$ cat src/rtl/imem_fetch_unit.sv
// Instruction fetch unit: issues PC-addressed requests to instruction
// memory and presents one instruction at a time to the decode stage.
module imem_fetch_unit (
    input  logic        clk,
    input  logic        reset,
    input  logic [31:0] PCF,
    input  logic        HoldF,
    input  logic        RedirectF,
    output logic [31:0] InstrF,
    output logic        InstrValidF,
    output logic        FetchStallF,
    output logic        FetchErrF,
    output logic        imem_req,
    output logic [31:0] imem_addr,
    input  logic        imem_gnt,
    input  logic        imem_rvalid,
    input  logic [31:0] imem_rdata,
    input  logic        imem_err
);

    localparam logic [31:0] NOP = 32'h0000_0013;

    typedef enum logic [1:0] {
        S_REQ,
        S_RSP,
        S_HOLD
    } state_t;

    state_t      state;
    state_t      state_nxt;
    logic [1:0]  dcnt;
    logic [1:0]  dcnt_nxt;
    logic [31:0] hold_instr;
    logic        hold_err;
    logic        hold_load;
    logic        stale;

    assign imem_addr   = PCF;
    assign FetchStallF = ~InstrValidF;
    assign stale       = imem_rvalid && (dcnt != 2'd0);

    // State, stale-response counter and held instruction.
    always_ff @(posedge clk or negedge reset) begin
        if (!reset) begin
            state      <= S_REQ;
            dcnt       <= 2'd0;
            hold_instr <= NOP;
            hold_err   <= 1'b0;
        end else begin
            state <= state_nxt;
            dcnt  <= dcnt_nxt;
            if (hold_load) begin
                hold_instr <= InstrF;
                hold_err   <= FetchErrF;
            end
        end
    end

    // Next state, discard bookkeeping and fetch-stage outputs.
    always_comb begin
        state_nxt   = state;
        dcnt_nxt    = dcnt;
        imem_req    = 1'b0;
        InstrF      = NOP;
        InstrValidF = 1'b0;
        FetchErrF   = 1'b0;
        hold_load   = 1'b0;
        if (reset) begin
            if (stale) begin
                dcnt_nxt = dcnt - 2'd1;
            end
            unique case (state)
                S_REQ: begin
                    if (RedirectF) begin
                        state_nxt = S_REQ;
                    end else if (PCF[1:0] != 2'b00) begin
                        InstrValidF = 1'b1;
                        FetchErrF   = 1'b1;
                    end else if (dcnt != 2'd2) begin
                        imem_req = 1'b1;
                        if (imem_gnt) begin
                            state_nxt = S_RSP;
                        end
                    end
                end
                S_RSP: begin
                    if (RedirectF) begin
                        // live request turns stale; a stale
                        // response this cycle cancels it out
                        state_nxt = S_REQ;
                        dcnt_nxt  = imem_rvalid ? dcnt
                                                : dcnt + 2'd1;
                    end else if (imem_rvalid && dcnt == 2'd0) begin
                        InstrValidF = 1'b1;
                        FetchErrF   = imem_err;
                        InstrF      = imem_err ? NOP : imem_rdata;
                        hold_load   = HoldF;
                        state_nxt   = HoldF ? S_HOLD : S_REQ;
                    end
                end
                S_HOLD: begin
                    if (RedirectF) begin
                        state_nxt = S_REQ;
                    end else begin
                        InstrValidF = 1'b1;
                        InstrF      = hold_instr;
                        FetchErrF   = hold_err;
                        if (!HoldF) begin
                            state_nxt = S_REQ;
                        end
                    end
                end
                default: state_nxt = S_REQ;
            endcase
        end
    end

endmodule
$ cat config.mk
export PLATFORM = sky130hd
export DESIGN_NAME = imem_fetch_unit
export DESIGN_NICKNAME = d
export VERILOG_FILES = /design/src/rtl/imem_fetch_unit.sv
export SDC_FILE = /design/constraint.sdc
export NUM_CORES = 1
export LEC_CHECK = 0
export CAP_MARGIN = 20
export CELL_PAD_IN_SITES_DETAIL_PLACEMENT = 1
export CELL_PAD_IN_SITES_GLOBAL_PLACEMENT = 2
export CORE_ASPECT_RATIO = 1.25
export CORE_MARGIN = 2
export CORE_UTILIZATION = 21
export DETAILED_ROUTE_END_ITERATION = 8
export GPL_ROUTABILITY_DRIVEN = 0
export MAX_ROUTING_LAYER = met4
export PLACE_DENSITY = 0.8
export SKIP_LAST_GASP = 1
export SYNTH_ARGS = -nofsm -noshare
export SYNTH_HDL_FRONTEND = slang
export SYNTH_SLANG_ARGS = --single-unit
$ cat constraint.sdc
create_clock -name clk -period 3.2 [get_ports clk]
set_clock_uncertainty 0.05 [all_clocks]
set_input_delay 0.96 -clock clk [delete_from_list [all_inputs] [get_ports clk]]
set_output_delay 0.96 -clock clk [all_outputs]
set_load 0.02 [all_outputs]
==> impl_metrics.tcl, run 1 <==
set metrics [dict create \
    cp_data_required_time_ps 2190 \
    slew_viol_final 0 \
    worst_pin_slew_ps 402.4 \
    nFillCells 1291 \
    postPlaceCellArea_um2 3278 \
    pin_count 139 \
    period_share 0.9942 \
    row_count 43 \
    cp_max_fo 8 \
    utilization 0.3161 \
    final_cell_mix "48 x buf_4, 36 x nor2_1, 36 x clkdlybuf4s50_1" \
    dp_hpwl_mm 5.407 \
    setup_viol 0 \
    fmax_ghz 0.3143 \
    cp_num_buf_inv 3 \
    synth.distinct_cells 38 \
    slowest_delay_ps 310 \
    antenna_found_initial 0 \
    start_util 0.2133 \
    instances_no_fill 463 \
    peakVddDrop_mv 0.2179 \
    syn_to_final_growth_pct 48.21 \
    h-tree-depth 2 \
    grt_pass1_wl_mm 12.72 \
    firstDrtPassIters 4 \
    wl_per_cell_um 17.12 \
    cts-root-buf "clkbuf_16" \
    core-area_um2 10980 \
    layout_commonest_cell "buf_4" \
    power_density_nw_per_um2 416.2 \
    yosys_warnings 0 \
    drt_iter0_drc 86 \
    relSlewSlack 0.7279 \
    antenna_cells 0 \
    wl_mm 7.925 \
    die_h_um 122.0 \
    crit_type "in2out" \
    worstSetupStartpoint "RedirectF" \
    ys_seq_area_frac 0.3971 \
    die_w_um 98.44 \
    cpLargestDelayFamily "simple AND/OR/NAND/NOR gates" \
    cts_tree "yes" \
    clk_pin_slew_worst_paths_ps 60 \
    grt_max_degree 31 \
    num_vias 2226 \
    hp-class "reg2reg" \
    arrival_ps 2170 \
    antenna_left 0 \
    timing.rr.end "hold_instr[9]" \
    synth_ff_type "dfrtp_1" \
    highest_layer "met4" \
    drive_gt1_frac 0.3232 \
    fin_tns_setup_ps 0 \
    leakagePower_nw 1.506 \
    met2_length_mm 4.162 \
    rr_startpoint "dcnt[0]" \
    finalCriticalPeriod_ps 3182 \
    synth_nets 326 \
    synthCells 249 \
    r2r_setup_slack_ps 1110 \
    hold_slack_ps 422.1 \
    grt_usage 0.1368 \
    dp.cells 452 \
    start_kind "primary input" \
    crit_chain "buf_6, and4b_4, and2b_4, buf_4, a22oi_1, nor2_1, clkdlybuf4s15_2" \
    synthesis.area_um2 2341 \
    clk_path_buf_depth 2 \
    synthArstFlopShare 1.000 \
    synth_edf_count 0 \
    outcome "finished clean" \
    cap_violations 0 \
    portBuffers 78 \
    grt_pass1_vias 2490 \
    ff2ff_path_depth 8 \
    viasPerCell 4.808 \
    wl_met3_um 404 \
    cp-end-kind "output port" \
    crit_cells 7 \
    cts.sinks 37 \
    met1Wirelength_mm 3.285 \
    syn-mean-instance-area_um2 9.402 \
    num-nets-final 405 \
    crit_end "InstrF[2]" \
    clkLatencyLatePin_ps 270 \
    ys_ff_latch 37 \
    rsz0062_at_grt "true" \
    route.detailed.drc 0 \
    hold_viol 0 \
    numCtsBuffers 5 \
    die_area_um2 12010 \
    crit_slowest_cell "and4b_4" \
    post-route-cell-area_um2 3470 \
    min_path_cells 1 \
    overflow 0 \
]
==> cell usage after synthesis (2+ instances only) <==
cell type   n  share of area
a211oi_1    2         0.0064
nand2_1     6         0.0096
o21ai_0     9          0.019
dfrtp_1    34           0.36
dfstp_2     3          0.034
a22o_1     29           0.11
buf_6       4          0.019
clkbuf_1    8          0.013
a21o_1      2         0.0064
buf_4      32           0.10
inv_1       5         0.0080
a21oi_1     9          0.019
ha_1        6          0.032
a2bb2oi_1   3          0.011
a22oi_1    29          0.093
nand2b_1    3         0.0080
nand3b_1    2         0.0064
nor2_1     37          0.059
nand3_1     3         0.0064
buf_2       5          0.011
==> stage by stage <==
step	total power, mW	setup WS (ps)
floorplan	0.7847	27.14
global placement	0.9308	-786.8
detailed placement	0.9433	-813.0
CTS	1.454	-8.251
global route	1.526	-43.26
finish	1.444	18.45
==> registers in the layout, indices dropped and copies added, names as in the netlist <==
signal / flops
dcnt: 2
hold_err: 1
hold_instr: 32
state: 2
==> worst min path at each step <==
stage / from / end / slack [ps]
3_5_place_dp: dcnt[0] / dcnt[0] / 420
6_report: dcnt[0] / dcnt[0] / 420
3_3_place_gp: dcnt[0] / dcnt[0] / 420
4_1_cts: dcnt[0] / dcnt[0] / 430
5_1_grt: dcnt[0] / dcnt[0] / 440
2_1_floorplan: dcnt[0] / dcnt[0] / 400
==> cell families (layout without fill, tap and decap cells) <==
kind of cell / count (synthesis) / count (layout) / share of synthesized area
adder cells (fa/ha/maj): 6 / 6 / 0.03207
buffers and inverters: 55 / 134 / 0.1550
XOR/XNOR: 1 / 1 / 0.003742
multiplexers: 1 / 1 / 0.004810
AND/OR/NAND/NOR: 62 / 62 / 0.1299
flip-flops: 37 / 37 / 0.3971
AO/OA/AOI/OAI: 87 / 87 / 0.2774
==> what timing repair did <==
action | 4_1_cts | 5_1_grt
setup endpoints to repair | 36 | 28
gates resized for setup | 147 | 31
hold buffers | 0 | 0
setup buffers | 1 | 0
cloned | 2 | 1
pin swaps | 4 | 6
hold endpoints to repair | 0 | 0
==> layer usage <==
| metal | vias to the layer above | track usage |
|---|---|---|
| met3 | 9 | 0.02639 |
| met4 | 0 | 0.03168 |
| met1 | 1115 | 0.1560 |
| li1 | 1026 | - |
| met5 | - | - |
| met2 | 76 | 0.2479 |
==> area by class of cell <==
type | count | area, µm² | area share
multi-input combinational | 157 | 1126 | 0.3246
timing repair buffer | 121 | 1080 | 0.3112
sequential | 37 | 929.6 | 0.2679
tap | 135 | 168.9 | 0.04868
clock buffer | 7 | 142.6 | 0.04111
inverter | 6 | 22.52 | 0.006491
==> power breakdown <==
part,total (mW),leakage (nW),internal [mW],switching (mW)
Clock,0.494,0.0700,0.306,0.188
Sequential,0.540,0.501,0.517,0.0232
Combinational,0.410,0.935,0.209,0.201
Total,1.44,1.51,1.03,0.412
No activity file was read; power rests on OpenSTA's default activity.
==> run 2: changes to the inputs <==
--- a/config.mk
+++ b/config.mk
@@ -9,7 +9,7 @@
 export CELL_PAD_IN_SITES_DETAIL_PLACEMENT = 1
 export CELL_PAD_IN_SITES_GLOBAL_PLACEMENT = 2
 export CORE_ASPECT_RATIO = 1.25
-export CORE_MARGIN = 2
+export CORE_MARGIN = 10
 export CORE_UTILIZATION = 21
 export DETAILED_ROUTE_END_ITERATION = 8
 export GPL_ROUTABILITY_DRIVEN = 0
==> run 2 against run 1 <==
Net effect: power down 2.6%; die area up 31%; cell area down 3.1%; sequential share of layout area up 0.87 points; via count down 3.5%; non-clock buffer count down 14; critical path type unchanged.
==> impl_metrics.tcl, run 2 (same netlist as run 1, synthesis figures left out) <==
set metrics [dict create \
    relSlewSlack 0.6768 \
    cts_tree "yes" \
    r2r_setup_slack_ps 870 \
    multi_input_area_um2 1154 \
    wl_mm 8.041 \
    die_h_um 138.0 \
    final_cell_mix "37 x buf_4, 36 x nor2_1, 36 x clkdlybuf4s50_1" \
    worstSetupStartpoint "RedirectF" \
    regArea_um2 929.6 \
    pin_count 139 \
    dp.cells 437 \
    row_count 43 \
    fmax_ghz 0.3157 \
    hold_viol 0 \
    peakVddDrop_mv 0.2121 \
    setup_ws_ps 32.87 \
    hp-class "reg2reg" \
    largest_reg_flops 32 \
    holdBufCountCts 0 \
    setup_viol 0 \
    ff2ff_path_depth 10 \
    clk_path_buf_depth 2 \
    antenna_cells 0 \
    die_area_um2 15800 \
    die_w_um 114.4 \
    num_vias 2147 \
    post-place-ws_ps -752.8 \
    antenna_left 0 \
    grt_pass1_wl_mm 13.21 \
    arrival_ps 2160 \
    wl_per_cell_um 17.87 \
    layout_commonest_cell "buf_4" \
    crit_end "InstrF[14]" \
    clk_pin_slew_worst_paths_ps 60 \
    largest-register "hold_instr" \
    start_kind "primary input" \
    period_share 0.9897 \
    drt_iter0_drc 53 \
    numCtsBuffers 5 \
    reg_top3 "hold_instr: 32 flops, dcnt: 2 flops, state: 2 flops" \
    timing.rr.end "hold_instr[8]" \
    finalCriticalPeriod_ps 3167 \
    overflow 0 \
    rsz0062_at_grt "true" \
    post-route-cell-area_um2 3361 \
    rr_startpoint "dcnt[0]" \
    crit_type "in2out" \
    nFillCells 1257 \
    cts-root-buf "clkbuf_16" \
    viasPerCell 4.771 \
    leakagePower_nw 1.438 \
    instances_no_fill 450 \
    syn_to_final_growth_pct 43.56 \
    dp_hpwl_mm 5.592 \
    postPlaceCellArea_um2 3166 \
    grt_pass1_vias 2432 \
    grt_max_degree 31 \
    outcome "finished clean" \
    fin_tns_setup_ps 0 \
    worst_pin_slew_ps 478.1 \
    cap_violations 0 \
    drive_gt1_frac 0.3175 \
    core-area_um2 11030 \
    start_util 0.2123 \
    slew_viol_final 0 \
    cp_data_required_time_ps 2190 \
    firstDrtPassIters 4 \
    grt_usage 0.1046 \
    cp_max_fo 8 \
    cts.sinks 37 \
    h-tree-depth 2 \
    antenna_found_initial 0 \
    portBuffers 78 \
    power_density_nw_per_um2 418.5 \
    num-nets-final 391 \
    cp-end-kind "output port" \
    clkLatencyLatePin_ps 270 \
    route.detailed.drc 0 \
]
[run 2: changes by cell type in the layout (fill, tap and decap cells not counted), sizes merged]
| cell | change |
|---|---|
| buf | -11 |
| clkbuf | -3 |
| clkinv | +2 |
| dlygate4sd2 | -1 |
[run 2: cell type report]
class                   instances  area share
multi-input cells             157      0.3433
repair buffers                107      0.2818
flip-flops and latches         37      0.2766
well taps                     135     0.05026
clock buffers                   6     0.03835
inverters                       6    0.006701
clock inverters                 2    0.002978
[run 2: how the worst min path moves through the flow]
stage | to | depth (start not counted) | slack, ps | from
floorplan | dcnt[0] | 1 | 400 | dcnt[0]
global placement | dcnt[0] | 1 | 420 | dcnt[0]
detailed placement | dcnt[0] | 1 | 410 | dcnt[0]
CTS | dcnt[0] | 1 | 430 | dcnt[0]
global route | dcnt[0] | 1 | 450 | dcnt[0]
finish | dcnt[0] | 1 | 420 | dcnt[0]
[run 2: worst max-delay path: stages]
cell and delay [ps]:
buf_6 90, and4b_4 310, and2b_2 190, buf_6 140, buf_16 140, a22oi_2 50
nor2_1 110, buf_4 150
[run 2: timing repair]
action,in CTS,in global routing
cloned,2,0
pin swaps,3,9
gates resized for setup,174,13
endpoints found under the setup margin,36,22
setup buffers,2,1
[run 2: through the flow]
step           total power, mW  hold WS (ps)    util
6_report                 1.407         421.7  0.3047
5_1_grt                  1.498         445.4  0.3047
3_3_place_gp            0.9164         418.9  0.2870
2_1_floorplan           0.7847         396.5       -
3_5_place_dp            0.9307         413.4  0.2870
4_1_cts                  1.426         425.6  0.3013
[run 2: power breakdown]
group / leakage (nW) / internal, mW / switching, mW / total, mW
logic: 0.867 / 0.194 / 0.196 / 0.390
registers: 0.501 / 0.517 / 0.0225 / 0.539
clock network: 0.0706 / 0.286 / 0.191 / 0.477
[run 2: routing by layer]
| metal | global-route usage | part of all wire | routed length, µm | up-vias |
|---|---|---|---|---|
| met3 | 0.02814 | 0.058 | 468 | 8 |
| met5 | - | 0 | 0 | - |
| met2 | 0.1780 | 0.50 | 4034 | 63 |
| met4 | 0.02181 | 0.0095 | 76 | 0 |
| met1 | 0.1190 | 0.43 | 3460 | 1075 |
| li1 | - | - | - | 1001 |
